## src/rtl/stack_ptr_ctrl.sv

```systemverilog
// Stack-pointer controller for the data stack (grows downward).
// Holds SP, sequences push/pop transactions to a synchronous stack memory,
// and reports full/empty/sticky-error status. The next SP on push comes from
// an external decrementer (dec_a -> dec_s).
// Ports:
//   clk, reset            clock, synchronous active-high reset
//   push, pop, wdata      request inputs, sampled only while ready=1
//   err_clr               clears the sticky err flag
//   ready, done           idle indication, one-cycle completion pulse
//   rdata                 last popped word
//   sp, empty, full, err  stack pointer and status
//   dec_a, dec_s          external decrementer operand/result
//   mem_*                 stack memory port (read data 1 cycle after mem_re)
module stack_ptr_ctrl #(
  parameter logic [13:0] SP_EMPTY = 14'h3FFF,
  parameter logic [13:0] SP_LIMIT = 14'h2000,
  parameter int unsigned DW       = 16
) (
  input  logic          clk,
  input  logic          reset,
  input  logic          push,
  input  logic          pop,
  input  logic [DW-1:0] wdata,
  input  logic          err_clr,
  output logic          ready,
  output logic          done,
  output logic [DW-1:0] rdata,
  output logic [13:0]   sp,
  output logic          empty,
  output logic          full,
  output logic          err,
  output logic [13:0]   dec_a,
  input  logic [13:0]   dec_s,
  output logic [13:0]   mem_addr,
  output logic [DW-1:0] mem_wdata,
  output logic          mem_we,
  output logic          mem_re,
  input  logic [DW-1:0] mem_rdata
);

  localparam int unsigned SPW = 14;

  typedef enum logic [1:0] {IDLE, PUSH_WR, POP_RD, POP_CAP} state_e;

  state_e          state_q, state_d;
  logic [SPW-1:0]  sp_q, sp_d;
  logic [DW-1:0]   rdata_q, rdata_d;
  logic            err_q, err_d;
  logic            done_q, done_d;
  logic            we_q, we_d;
  logic            re_q, re_d;
  logic [SPW-1:0]  addr_q, addr_d;
  logic [DW-1:0]   mwdata_q, mwdata_d;

  // Combinational decodes of state and SP
  assign ready = (state_q == IDLE);
  assign empty = (sp_q == SP_EMPTY);
  assign full  = (sp_q == SP_LIMIT);
  assign dec_a = sp_q;

  assign sp        = sp_q;
  assign rdata     = rdata_q;
  assign err       = err_q;
  assign done      = done_q;
  assign mem_we    = we_q;
  assign mem_re    = re_q;
  assign mem_addr  = addr_q;
  assign mem_wdata = mwdata_q;

  // State and output registers
  always_ff @(posedge clk) begin
    if (reset) begin
      state_q  <= IDLE;
      sp_q     <= SP_EMPTY;
      rdata_q  <= '0;
      err_q    <= 1'b0;
      done_q   <= 1'b0;
      we_q     <= 1'b0;
      re_q     <= 1'b0;
      addr_q   <= SP_EMPTY;
      mwdata_q <= '0;
    end else begin
      state_q  <= state_d;
      sp_q     <= sp_d;
      rdata_q  <= rdata_d;
      err_q    <= err_d;
      done_q   <= done_d;
      we_q     <= we_d;
      re_q     <= re_d;
      addr_q   <= addr_d;
      mwdata_q <= mwdata_d;
    end
  end

  // Next-state and registered-output logic
  always_comb begin
    state_d  = state_q;
    sp_d     = sp_q;
    rdata_d  = rdata_q;
    err_d    = err_q;
    done_d   = 1'b0;
    we_d     = 1'b0;
    re_d     = 1'b0;
    addr_d   = sp_q;
    mwdata_d = mwdata_q;

    // Clear first so that an illegal request in the same cycle wins
    if (err_clr) err_d = 1'b0;

    unique case (state_q)
      IDLE: begin
        if (push && pop) begin
          err_d = 1'b1;
        end else if (push) begin
          if (full) begin
            err_d = 1'b1;
          end else begin
            sp_d     = dec_s;
            mwdata_d = wdata;
            state_d  = PUSH_WR;
          end
        end else if (pop) begin
          if (empty) begin
            err_d = 1'b1;
          end else begin
            // Strobe on entry so the read data lands in POP_CAP
            re_d    = 1'b1;
            state_d = POP_RD;
          end
        end
      end
      PUSH_WR: begin
        // addr_d defaults to sp_q, which is already the new SP here
        we_d    = 1'b1;
        done_d  = 1'b1;
        state_d = IDLE;
      end
      POP_RD: begin
        state_d = POP_CAP;
      end
      POP_CAP: begin
        rdata_d = mem_rdata;
        sp_d    = SPW'(sp_q + 14'd1);
        done_d  = 1'b1;
        state_d = IDLE;
      end
      default: state_d = IDLE;
    endcase
  end

endmodule
```

## config.mk

```make
export PLATFORM = sky130hd
export DESIGN_NAME = stack_ptr_ctrl
export DESIGN_NICKNAME = d
export VERILOG_FILES = /design/src/rtl/stack_ptr_ctrl.sv
export SDC_FILE = /design/constraint.sdc
export NUM_CORES = 1
export LEC_CHECK = 0
export CAP_MARGIN = 20
export CELL_PAD_IN_SITES_DETAIL_PLACEMENT = 1
export CELL_PAD_IN_SITES_GLOBAL_PLACEMENT = 2
export CORE_MARGIN = 1.5
export CORE_UTILIZATION = 23
export DETAILED_ROUTE_END_ITERATION = 7
export PLACE_DENSITY_LB_ADDON = 0.1
export SLEW_MARGIN = 5
export SYNTH_ARGS = -nofsm -noshare
export SYNTH_HDL_FRONTEND = slang
export SYNTH_SLANG_ARGS = --single-unit
```

## constraint.sdc

```tcl
create_clock -name clk -period 5.2 [get_ports clk]
set_clock_uncertainty 0.15 [all_clocks]
set_input_delay 1.3 -clock clk [delete_from_list [all_inputs] [get_ports clk]]
set_output_delay 1.3 -clock clk [all_outputs]
set_load 0.02 [all_outputs]
```

Word-level counts from Yosys, hierarchy flattened
Cells that the tools add are included.
Widths: inputs -> output; s select.

operators by class
  reductions and logical operators = 8
  bitwise operators = 4
  add/subtract/negate cells = 1
  equality and inequality tests = 11
  muxes and demuxes = 20

operators with widths
  kind                   number
  $mux 14                3
  $eq 14x14->1 const B   2
  $pmux 14 s2            1
  $add 14x1->14 const B  1
  $reduce_and 4->1       3
  $mux 1                 10
  $mux 2                 5
  $ne 3x3->1 const B     3
  $ne 2x2->1 const B     3
  $pmux 2 s3             1
  $reduce_or 5->1        1
  $eq 2x2->1 const B     2
  $not 1->1              4
  $eq 2x1->1 const B     1
  $logic_not 2->1        1
  $reduce_bool 2->1      1
  $reduce_or 2->1        1
  $logic_and 1x1->1      1

word-level totals
  bits in registers = 66
  bits of input ports = 51

Logic depth before layout (Yosys ltp)
  depth in word-level cells = 6
  gate-level depth with buffers = 9
  depth with buffers taken out = 7

Worst setup path after synthesis
No wires, ideal clock.

  path kind = register -> output
  from = register sp_q[0], in the netlist dec_a[0]
  to = output port full
  data required time = 3.750 ns
  stages on the path, launching flop included = 5
  setup slack = 1.840 ns
  arrival time = 1.910 ns
  path buffers = 0
  cells stage by stage = dfxtp_1 > inv_1 > ha_1 > or4b_1 > nor4_1

between the ends
  cells in the longest elaborated chain, start to end = 1

ends and longest elaborated chain
  element                 RTL line  RTL
  from (decl)             46        logic [SPW-1:0] sp_q, sp_d;
  from (signal assigned)  84        sp_q <= sp_d;
  $eq 14x14->1            58        assign full = (sp_q == SP_LIMIT);
  to (decl)               30        output logic full,

Every way passes these cells.

Worst setup path after layout
  from = register sp_q[1], in the netlist dec_a[1]
  to = output port empty

between the ends
  cells in the longest elaborated chain, start to end = 1

ends and longest elaborated chain
  element       RTL line  RTL
  $eq 14x14->1  57        assign empty = (sp_q == SP_EMPTY);
  to (decl)     29        output logic empty,

Every way passes these cells.

==> summary.txt <==
Run status
  – Outcome: complete, no violations

GRT
  – Largest net degree at the start of global routing: 52
  – Remaining global-route overflow: 0
  – Initial antenna violation count: 0
  – GRT Total Usage: 15.4%
  – Via count of the first global-routing pass: 2,759
  – Global-route wire length before repair: 14.8 mm

Detailed routing
  – DRC errors left: 0
  – Routed len/inst: 15.8 um
  – Post-route ant nets: 0
  – Initial DRT Pass Iterations: 4
  – Drt total wl: 9.21 mm
  – Number of design-rule violations left by the first detailed-router iteration: 95
  – Ratio of routed vias to standard cells: 4.56
  – Via Count: 2,659

Setup path
  – Highest net fanout along the worst path: 6
  – Sequence of cells on the critical path: ha_1 -> nand4_1 -> nor4_1 -> clkdlybuf4s50_1
  – Class of the most critical setup path: flip-flop to primary output
  – Startpoint types: flip-flop
  – Crit path DAT: 2.79 ns
  – Worst flop-to-flop path startpoint: dec_a[0]
  – CP max stage delay: 0.76 ns
  – Required time at the endpoint of the critical path: 3.75 ns
  – Highest-delay cell along the critical path: nor4_1
  – Worst R2R End: dec_a[13]
  – Number of cells on the worst reg-to-reg path: 7
  – Internal reg-to-reg setup slack: 2.17 ns
  – Endpoint type of the worst setup path: primary output

Placed design
  – Number of cells in the design after placement: 567
  – Routability cong.: 0.785
  – Number of buffers inserted by port buffering: 131
  – Setup slack at placement: 1.37 ns
  – Post-DP HPWL: 6.24 mm
  – Total cell area at the placement stage: 0.00397 mm2

STA
  – Period minus WS final: 4.24 ns
  – Highest achievable clock rate: 0.236 GHz
  – Worst Tran Pin Value: 1.03 ns
  – Final number of max-transition violations: 0
  – Post-route clock period utilization: 81.4%
  – Final number of setup-violating endpoints: 0
  – Worst hold slack after final layout: 0.303 ns
  – Worst-case headroom to the max-slew limit: 31.2%
  – Least setup slack across all paths after layout: 0.965 ns
  – Setup repair after global routing missed its margin: no
  – Total negative setup slack: 0 ns
  – Hold Fails Final Rpt: 0

Clock network
  – Clock-pin transition on the worst setup and hold timing paths: 0.06 ns
  – CTS tree: built
  – Cell at the root of the clock tree: clkbuf_16
  – Maximum level of the CTS H-tree: 3
  – Cts bufs inserted: 9
  – Post-CTS sizing: 0
  – Cts-stage hold buffer count: 0
  – Clk sinks: 66
  – Clock tree buffer depth: 2
  – Worst-Skew Late Latency: 0.33 ns
  – Count of buffers added by post-CTS timing repair for setup: 0

Run
  – Total of max-cap violations: 0

Synth
  – Warnings, synthesis: 0
  – Post-synthesis cell count: 321
  – Synthesized Nets: 374
  – Mean instance size in the synthesized netlist: 8.28 um2
  – Sequential fraction of the synthesis area: 49.7%
  – Synthesized area: 0.00266 mm2
  – Count of different cell masters after synthesis: 43
  – Flop and latch count out of synthesis: 66

Hold path
  – Launch point of the worst hold path: rdata[3]
  – Number of cells on the worst hold path: 2
  – Hold EP: rdata[3]
  – Worst hold-check path type: flip-flop to flip-flop

Layout
  – Final core occ: 37.4%
  – Post-layout net count: 488
  – Layout overhead on the synthesized area: 59.4%
  – Final cell count without fillers: 583
  – Share of cells above drive strength 1: 7.27%
  – Inserted Diodes: 0
  – Fin area: 0.00424 mm2

Floorplanning
  – Number of rows in the core area: 39
  – Core region area: 0.0113 mm2
  – Effective utilization at floorplan: 23.5%
  – Overall die area: 0.0122 mm2
  – Die height: 111 um
  – Horiz. Die Dim: 111 um
  – Number of ports placed on the die boundary: 132

Power
  – Post-layout total power: 1.36 mW
  – Power density relative to cell area: 321 mW/mm2
  – Maximum resistive drop on vdd: 122 uV
  – Leakage power total: 1.57 nW
[state kept, by name, summed over array words and instances, names as in the netlist]
| register | count |
|---|---|
| state_q | 2 |
| mem_we | 1 |
| err | 1 |
| rdata | 16 |
| mem_wdata | 16 |
| dec_a | 14 |
| mem_re | 1 |
| mem_addr | 14 |
| done | 1 |
[cell usage in the layout (no fill, tap or decap), types with 3 or more instances in the layout]
master	n
clkdlybuf4s50_1	130
nand2_1	77
dfxtp_1	66
a21oi_1	41
o21ai_0	17
nor2_1	16
inv_1	9
clkbuf_16	9
or2_2	8
nand3_1	6
nand4_1	5
nor3_1	5
a22oi_1	4
nor4_1	3
clkinv_2	3
buf_4	3
[cells by family (layout without fill, tap and decap cells)]
kind of cell / after synthesis / in the layout / share of synthesized area [%]
compound gates: 80 / 80 / 18.1
flops: 66 / 66 / 49.7
buf+inv: 40 / 159 / 8.80
fa+ha+maj: 2 / 2 / 0.941
simple gates: 133 / 133 / 22.4
[critical path: cells and delay by family, from the launching register on]
family / cells / cell delay, ns
fa+ha+maj: 1 / 0.26
buf+inv: 1 / 0.74
flops: 1 / 0.43
simple gates: 2 / 1.03
[metal layers]
metal | GRT usage (%) | vias up | wire length [um]
met5 | 0 | - | 0
met4 | 5.04 | 0 | 114
met3 | 5.65 | 7 | 681
met2 | 24.7 | 82 | 4260
met1 | 19.0 | 1268 | 4160
li1 | - | 1302 | -
[area by class of cell]
| class | count | area, um2 |
|---|---|---|
| Clock buffer | 11 | 243 |
| Clock inverter | 5 | 30.0 |
| Fill cell | 1366 | 7080 |
| Inverter | 9 | 33.8 |
| Multi-Input combinational cell | 215 | 1100 |
| Sequential cell | 66 | 1320 |
| Tap cell | 143 | 179 |
| Timing Repair Buffer | 134 | 1330 |
[report_power, final]
| part | leakage (nW) | internal (mW) | switching, mW | total, mW |
|---|---|---|---|---|
| clock | 0.131 | 0.333 | 0.223 | 0.556 |
| combinational | 0.906 | 0.119 | 0.132 | 0.251 |
| sequential | 0.538 | 0.530 | 0.0238 | 0.554 |
| total | 1.57 | 0.982 | 0.379 | 1.36 |
[Yosys cell counts]
cell type  count  area, um2
nor2_2         2       12.5
o21ai_1        2       10.0
nand3_1        6       30.0
nand2b_1       1       6.26
a211oi_1       1       7.51
a2111o_1       1       11.3
and3_1         2       12.5
and2_1         1       6.26
and4_1         1       8.76
nand2_1       77        289
o31ai_2        1       12.5
o21a_1         2       15.0
nor4_1         3       18.8
o22ai_1        2       12.5
nand4_1        5       31.3
buf_4         15        113
or4_4          1       11.3
nor2_1        16       60.1
buf_8          1       15.0
o21ai_0       17       85.1
buf_1          2       7.51
ha_1           2       25.0
a21oi_1       41        205
or4b_1         1       10.0
buf_6          2       22.5
nor2b_1        2       12.5
o31ai_1        1       7.51
o22a_1         1       8.76
clkbuf_1      10       37.5
a21boi_0       1       7.51
dfxtp_1       66       1320
a2bb2oi_1      1       8.76
a32oi_1        1       8.76
a22oi_1        4       30.0
or2_1          1       6.26
or3_1          1       6.26
o41ai_4        1       27.5
a31oi_1        1       6.26
inv_1          9       33.8
nor3_1         5       25.0
buf_2          1       5.00
o32ai_1        2       17.5
or2_2          8       50.1
[how the worst max path moves through the flow]
stage,start,endpoint,cells after the start
floorplan,dec_a[0],full,4
global placement,dec_a[1],empty,4
detailed placement,dec_a[1],empty,4
CTS,dec_a[1],empty,4
global route,dec_a[1],empty,4
finish,dec_a[1],empty,4
(Power assumes the default switching activity.)
